### config.mk
export PLATFORM = sky130hd
export DESIGN_NAME = dmem_arbiter_flat
export DESIGN_NICKNAME = d
export VERILOG_FILES = /design/src/rtl/dmem_arbiter_if.sv /design/src/rtl/dmem_arbiter.sv /design/src/flat_wrapper.sv
export SDC_FILE = /design/constraint.sdc
export NUM_CORES = 1
export LEC_CHECK = 0
export CAP_MARGIN = 5
export CORE_ASPECT_RATIO = 1.1
export CORE_MARGIN = 3
export CORE_UTILIZATION = 40
export DETAILED_ROUTE_END_ITERATION = 10
export DONT_BUFFER_PORTS = 1
export PLACE_DENSITY = 0.59
export SLEW_MARGIN = 20
export SYNTH_ARGS = -nofsm -noshare
export SYNTH_HDL_FRONTEND = slang
export SYNTH_SLANG_ARGS = --single-unit
### constraint.sdc
create_clock -name clk -period 3 [get_ports clk]
set_clock_uncertainty 0.2 [all_clocks]
set_input_delay 0.45 -clock clk [delete_from_list [all_inputs] [get_ports clk]]
set_output_delay 0.45 -clock clk [all_outputs]
set_load 0.02 [all_outputs]
### src/rtl/dmem_arbiter_if.sv
// Bus bundle between the data-memory arbiter, its two requesters (pipeline P, debug D)
// and the single-port data memory.
interface dmem_arbiter_if #(
    parameter int unsigned ADDR_W = 11,
    parameter int unsigned DATA_W = 16
);
    logic              p_req;
    logic              p_we;
    logic [ADDR_W-1:0] p_addr;
    logic [DATA_W-1:0] p_wdata;
    logic              p_gnt;
    logic              p_stall;
    logic              p_rvalid;
    logic [DATA_W-1:0] p_rdata;

    logic              d_req;
    logic              d_we;
    logic              d_lock;
    logic [ADDR_W-1:0] d_addr;
    logic [DATA_W-1:0] d_wdata;
    logic              d_gnt;
    logic              d_rvalid;
    logic [DATA_W-1:0] d_rdata;

    logic              mem_we;
    logic [ADDR_W-1:0] mem_addr;
    logic [DATA_W-1:0] mem_wdata;
    logic [DATA_W-1:0] mem_rdata;

    logic              locked;

    modport slave (
        input  p_req, p_we, p_addr, p_wdata,
        output p_gnt, p_stall, p_rvalid, p_rdata,
        input  d_req, d_we, d_lock, d_addr, d_wdata,
        output d_gnt, d_rvalid, d_rdata,
        output mem_we, mem_addr, mem_wdata,
        input  mem_rdata,
        output locked
    );

    modport master (
        output p_req, p_we, p_addr, p_wdata,
        input  p_gnt, p_stall, p_rvalid, p_rdata,
        output d_req, d_we, d_lock, d_addr, d_wdata,
        input  d_gnt, d_rvalid, d_rdata,
        input  mem_we, mem_addr, mem_wdata,
        output mem_rdata,
        input  locked
    );
endinterface

### src/rtl/dmem_arbiter.sv
// Data-memory arbiter: P has priority, D has a bounded-wait guard and a lock mode for bursts.
// Optional performance counters are enabled with the DMEM_ARB_PERF_EN macro.
module dmem_arbiter #(
    parameter int unsigned ADDR_W   = 11,
    parameter int unsigned DATA_W   = 16,
    parameter int unsigned MAX_WAIT = 4
) (
    input  logic               clk,
    input  logic               rst,
    dmem_arbiter_if.slave      bus
`ifdef DMEM_ARB_PERF_EN
    ,
    output logic [15:0]        stall_cnt,
    output logic [15:0]        d_win_cnt
`endif
);

    localparam int unsigned WaitW = (MAX_WAIT < 1) ? 1 : $clog2(MAX_WAIT + 1);
    localparam logic [WaitW-1:0] MaxWait = WaitW'(MAX_WAIT);

    typedef enum logic [0:0] {StArb, StLock} state_e;

    state_e            state_q;
    logic [WaitW-1:0]  wait_q;
    logic              locked_q;
    logic              p_rvalid_q;
    logic              d_rvalid_q;

    logic              p_gnt;
    logic              d_gnt;
    logic              sel_we;
    logic [ADDR_W-1:0] sel_addr;
    logic [DATA_W-1:0] sel_wdata;

    // Grants are purely combinational so a granted access reaches memory in the same cycle.
    always_comb begin
        p_gnt = 1'b0;
        d_gnt = 1'b0;
        unique case (state_q)
            StArb: begin
                if (bus.d_req && (!bus.p_req || wait_q >= MaxWait)) begin
                    d_gnt = 1'b1;
                end else if (bus.p_req) begin
                    p_gnt = 1'b1;
                end
            end
            StLock: d_gnt = bus.d_req;
            default: ;
        endcase
    end

    always_comb begin
        sel_we    = 1'b0;
        sel_addr  = bus.p_addr;
        sel_wdata = bus.p_wdata;
        if (d_gnt) begin
            sel_we    = bus.d_we;
            sel_addr  = bus.d_addr;
            sel_wdata = bus.d_wdata;
        end else if (p_gnt) begin
            sel_we    = bus.p_we;
        end
    end

    always_ff @(posedge clk) begin
        if (!rst) begin
            state_q    <= StArb;
            wait_q     <= '0;
            locked_q   <= 1'b0;
            p_rvalid_q <= 1'b0;
            d_rvalid_q <= 1'b0;
        end else begin
            p_rvalid_q <= p_gnt & ~bus.p_we;
            d_rvalid_q <= d_gnt & ~bus.d_we;
            unique case (state_q)
                StArb: begin
                    // Count only conflicts that D lost; any other outcome restarts the guard.
                    if (!bus.d_req || d_gnt) begin
                        wait_q <= '0;
                    end else if (wait_q != MaxWait) begin
                        wait_q <= wait_q + 1'b1;
                    end
                    if (d_gnt && bus.d_lock) begin
                        state_q  <= StLock;
                        locked_q <= 1'b1;
                    end
                end
                StLock: begin
                    wait_q <= '0;
                    if (!bus.d_req || !bus.d_lock) begin
                        state_q  <= StArb;
                        locked_q <= 1'b0;
                    end
                end
                default: begin
                    state_q  <= StArb;
                    locked_q <= 1'b0;
                end
            endcase
        end
    end

`ifdef DMEM_ARB_PERF_EN
    always_ff @(posedge clk) begin
        if (!rst) begin
            stall_cnt <= '0;
            d_win_cnt <= '0;
        end else begin
            if (bus.p_req && !p_gnt && stall_cnt != 16'hFFFF) begin
                stall_cnt <= stall_cnt + 16'd1;
            end
            if (d_gnt && bus.p_req && d_win_cnt != 16'hFFFF) begin
                d_win_cnt <= d_win_cnt + 16'd1;
            end
        end
    end
`endif

    assign bus.p_gnt     = p_gnt;
    assign bus.d_gnt     = d_gnt;
    assign bus.p_stall   = bus.p_req & ~p_gnt;
    assign bus.p_rvalid  = p_rvalid_q;
    assign bus.d_rvalid  = d_rvalid_q;
    assign bus.p_rdata   = bus.mem_rdata;
    assign bus.d_rdata   = bus.mem_rdata;
    assign bus.mem_we    = sel_we;
    assign bus.mem_addr  = sel_addr;
    assign bus.mem_wdata = sel_wdata;
    assign bus.locked    = locked_q;

endmodule

### src/flat_wrapper.sv
// flat-port wrapper written by rule: the top's interface ports become plain ports
module dmem_arbiter_flat 
#(
    parameter int unsigned ADDR_W   = 11,
    parameter int unsigned DATA_W   = 16,
    parameter int unsigned MAX_WAIT = 4
)
  (clk, rst, bus_p_req, bus_p_we, bus_p_addr, bus_p_wdata, bus_p_gnt, bus_p_stall, bus_p_rvalid, bus_p_rdata, bus_d_req, bus_d_we, bus_d_lock, bus_d_addr, bus_d_wdata, bus_d_gnt, bus_d_rvalid, bus_d_rdata, bus_mem_we, bus_mem_addr, bus_mem_wdata, bus_mem_rdata, bus_locked);
  dmem_arbiter_if #(.ADDR_W(ADDR_W), .DATA_W(DATA_W)) bus_i ();
  input  logic clk;
  input  logic rst;
  input wire logic [$bits(bus_i.p_req)-1:0] bus_p_req;
  input wire logic [$bits(bus_i.p_we)-1:0] bus_p_we;
  input wire logic [$bits(bus_i.p_addr)-1:0] bus_p_addr;
  input wire logic [$bits(bus_i.p_wdata)-1:0] bus_p_wdata;
  output wire logic [$bits(bus_i.p_gnt)-1:0] bus_p_gnt;
  output wire logic [$bits(bus_i.p_stall)-1:0] bus_p_stall;
  output wire logic [$bits(bus_i.p_rvalid)-1:0] bus_p_rvalid;
  output wire logic [$bits(bus_i.p_rdata)-1:0] bus_p_rdata;
  input wire logic [$bits(bus_i.d_req)-1:0] bus_d_req;
  input wire logic [$bits(bus_i.d_we)-1:0] bus_d_we;
  input wire logic [$bits(bus_i.d_lock)-1:0] bus_d_lock;
  input wire logic [$bits(bus_i.d_addr)-1:0] bus_d_addr;
  input wire logic [$bits(bus_i.d_wdata)-1:0] bus_d_wdata;
  output wire logic [$bits(bus_i.d_gnt)-1:0] bus_d_gnt;
  output wire logic [$bits(bus_i.d_rvalid)-1:0] bus_d_rvalid;
  output wire logic [$bits(bus_i.d_rdata)-1:0] bus_d_rdata;
  output wire logic [$bits(bus_i.mem_we)-1:0] bus_mem_we;
  output wire logic [$bits(bus_i.mem_addr)-1:0] bus_mem_addr;
  output wire logic [$bits(bus_i.mem_wdata)-1:0] bus_mem_wdata;
  input wire logic [$bits(bus_i.mem_rdata)-1:0] bus_mem_rdata;
  output wire logic [$bits(bus_i.locked)-1:0] bus_locked;
  assign bus_i.p_req = bus_p_req;
  assign bus_i.p_we = bus_p_we;
  assign bus_i.p_addr = bus_p_addr;
  assign bus_i.p_wdata = bus_p_wdata;
  assign bus_p_gnt = bus_i.p_gnt;
  assign bus_p_stall = bus_i.p_stall;
  assign bus_p_rvalid = bus_i.p_rvalid;
  assign bus_p_rdata = bus_i.p_rdata;
  assign bus_i.d_req = bus_d_req;
  assign bus_i.d_we = bus_d_we;
  assign bus_i.d_lock = bus_d_lock;
  assign bus_i.d_addr = bus_d_addr;
  assign bus_i.d_wdata = bus_d_wdata;
  assign bus_d_gnt = bus_i.d_gnt;
  assign bus_d_rvalid = bus_i.d_rvalid;
  assign bus_d_rdata = bus_i.d_rdata;
  assign bus_mem_we = bus_i.mem_we;
  assign bus_mem_addr = bus_i.mem_addr;
  assign bus_mem_wdata = bus_i.mem_wdata;
  assign bus_i.mem_rdata = bus_mem_rdata;
  assign bus_locked = bus_i.locked;
  dmem_arbiter #(.ADDR_W(ADDR_W), .DATA_W(DATA_W), .MAX_WAIT(MAX_WAIT)) u_core (.clk(clk), .rst(rst), .bus(bus_i));
endmodule
==> out/metrics.cfg <==
[worst_hold_path]
hold_class = input pin to flip-flop
hold_depth = 1

[synth]
yosysTopAreaCell = nand4bb_1
synth.most_common_cell = buf_4
synth_area_mm2 = 0.00143
synth-edff-count = 0
ys_async_sr_fraction_pct = 0
synth-seq-area-share_pct = 9.82
yosysUniqueCellTypes = 24
synth_flop_cell = dfxtp_1
synth_common_cells = 33 x buf_4, 29 x nand2_1, 28 x o211ai_1, 27 x nand2b_1, 27 x nand4bb_1
yosysWarnings = 0
synthCells = 193
ys_top_cells_by_area = nand4bb_1 21%, buf_4 17%, o211ai_1 15%, nand2b_1 12%, dfxtp_1 9.8%
syn_avg_cell_area_um2 = 7.39
synth-seq-cells = 7
syn-num-nets = 272
synth_top_area_share_pct = 21.3

[critical_path]
start_kind = flip-flop
cp_max_fo = 18
critPathMaxStageDelay_ns = 0.48
cp.required_ns = 2.35
crit_path_cell_trace = nor3b_4 -> buf_4 -> o211ai_1
worstPathArrival_ns = 1.66
r2r_cells = 3
crit_type = flip-flop to output port
endpoint_kind = output port
cp_slowest_cell = nor3b_4

[clock_network]
cts.sinks = 7
cts_setup_buffers = 0
cts_hold_buf = 0
clk_pin_slew_ns = 0.05
root_buffer = clkbuf_4
tritoncts = done
htree_levels = 1
cts_buffers = 3
ctsResizeCount = 0
cts_buffer_depth = 2
clk_latency_ns = 0.25

[route]
wl_per_cell_um = 17.3
drtPass1Iterations = 5
post_drt_via_cell_ratio = 5.98
wirelength_um = 3420
drt-met1-wl_um = 1230
routed-via-count = 1185
wl_met2_um = 1800
postRouteAntennaNets = 0
drc_errors = 0
wl_met3_um = 318
drtIter0Drc = 43
dr.max_layer_used = met4

[place]
io_buffers = 0
dp_cells = 194
place_congestion = 0.648
dp_worst_setup_slack_ns = 0.835
dp_hpwl_um = 2520

[floorplanning]
num_io_pins = 143
rows = 22
start_util_pct = 42.1
fp.coreArea_mm2 = 0.00339
die_w_um = 62.9
dieArea_mm2 = 0.00432
die_height_um = 68.6

[cells_and_area]
register_area_um2 = 140
drive_gt1_share_pct = 6.67
area_growth_pct = -13.8
fin_cells = 198
nNetsFinal = 230
fin_util_pct = 36.3
multiInputGateArea_um2 = 958
antenna_cells = 0
num-fill-cells = 362

[timing]
fmax_mhz = 433
hold_ws_ns = 0.0792
tightestPinTransition_ns = 0.514
final_hold_viol_count = 0
slew_violations = 0
period_minus_slack_ns = 2.31
relSlewSlack_pct = 65.6
setup_violations = 0
rsz0062_at_grt = no
layout_setup_ws_ns = 0.692
timing.final.crit_share_pct = 76.9
tns_ns = 0

[power]
cellLeakagePower_nw = 0.372
vdd_ir_drop_max_mv = 0.254
power_density_mw_per_mm2 = 267

[global_routing]
grt_use_total_pct = 14.6
overflow = 0
grt_pass1_vias = 1140
antenna_found_initial = 0
grt_max_degree = 62
grt_pass1_wl_um = 5180

[job]
max-cap-violations = 0

[status]
run_status = finished clean

## power by group
part	internal, mW	total, mW	switching (mW)	leakage [nW]
Combinational	0.0503	0.144	0.0937	0.300
Sequential	0.0965	0.102	0.00533	0.0570
Clock	0.0506	0.0832	0.0326	0.0150
## area by class of cell
cell class	instances	share of cell area, %
inverter	4	1.22
timing repair buffer	4	2.44
multi-input combinational	131	77.9
sequential	7	11.4
tap	48	4.88
clock buffer	4	2.14
## worst max-delay path, delay by kind of cell (launching register included)
kind / cells / cell delay [ns]
flops: 1 / 0.33
buf+inv: 1 / 0.32
simple gates: 1 / 0.48
compound gates: 1 / 0.27
## cell usage in the layout, fill, tap and decap left out
master,synthesis,layout
dfxtp_1,7,7
or3b_4,1,1
a32o_1,1,1
a21boi_0,1,1
nand2_1,29,29
nand4_1,1,1
nand3_1,1,1
nand3b_1,1,1
nor2_1,1,1
nand4bb_1,27,27
and4b_1,1,1
ha_1,2,2
nor3b_4,0,1
clkbuf_1,15,1
and2_1,3,3
clkbuf_4,0,3
inv_1,4,4
nor2b_1,1,1
buf_4,33,4
nor3_1,3,3
nand2b_1,27,27
nor4_2,1,1
nand4b_1,1,1
o211ai_1,28,28
## per-layer routing
layer | global-route usage [%] | vias to the layer above
li1 | - | 571
met1 | 14.5 | 536
met2 | 28.5 | 57
met3 | 4.05 | 21
met4 | 6.61 | 0
met5 | 0 | -
## through the flow
step	instance area, um2	total power, mW
finish	1230	0.329
floorplan	1430	0.308
global route	1230	0.353
CTS	1230	0.335
detailed placement	1200	0.249
global placement	1200	0.245
## logic make-up after synthesis
logic type	count (synthesis)	synth area share, %
fa+ha+maj	2	1.75
buf+inv	55	23.4
simple gates	99	49.0
flops	7	9.82
compound gates	30	16.0
## state kept, by name, summed over array words and instances, names as in the netlist
register             count
u_core.bus.locked        1
u_core.state_q           1
u_core.bus.p_rvalid      1
u_core.wait_q            3
u_core.bus.d_rvalid      1
## final timing paths
kind / start / end / slack [ns]
setup / recovery: u_core.wait_q[2] / bus_mem_addr[8] / 0.69
hold / removal: bus_d_we / u_core.bus.d_rvalid / 0.08
setup reg to reg: u_core.wait_q[2] / u_core.wait_q[2] / 1.51
hold reg to reg: u_core.wait_q[0] / u_core.wait_q[0] / 0.28
Note: power is estimated with default switching activity, not from simulation.
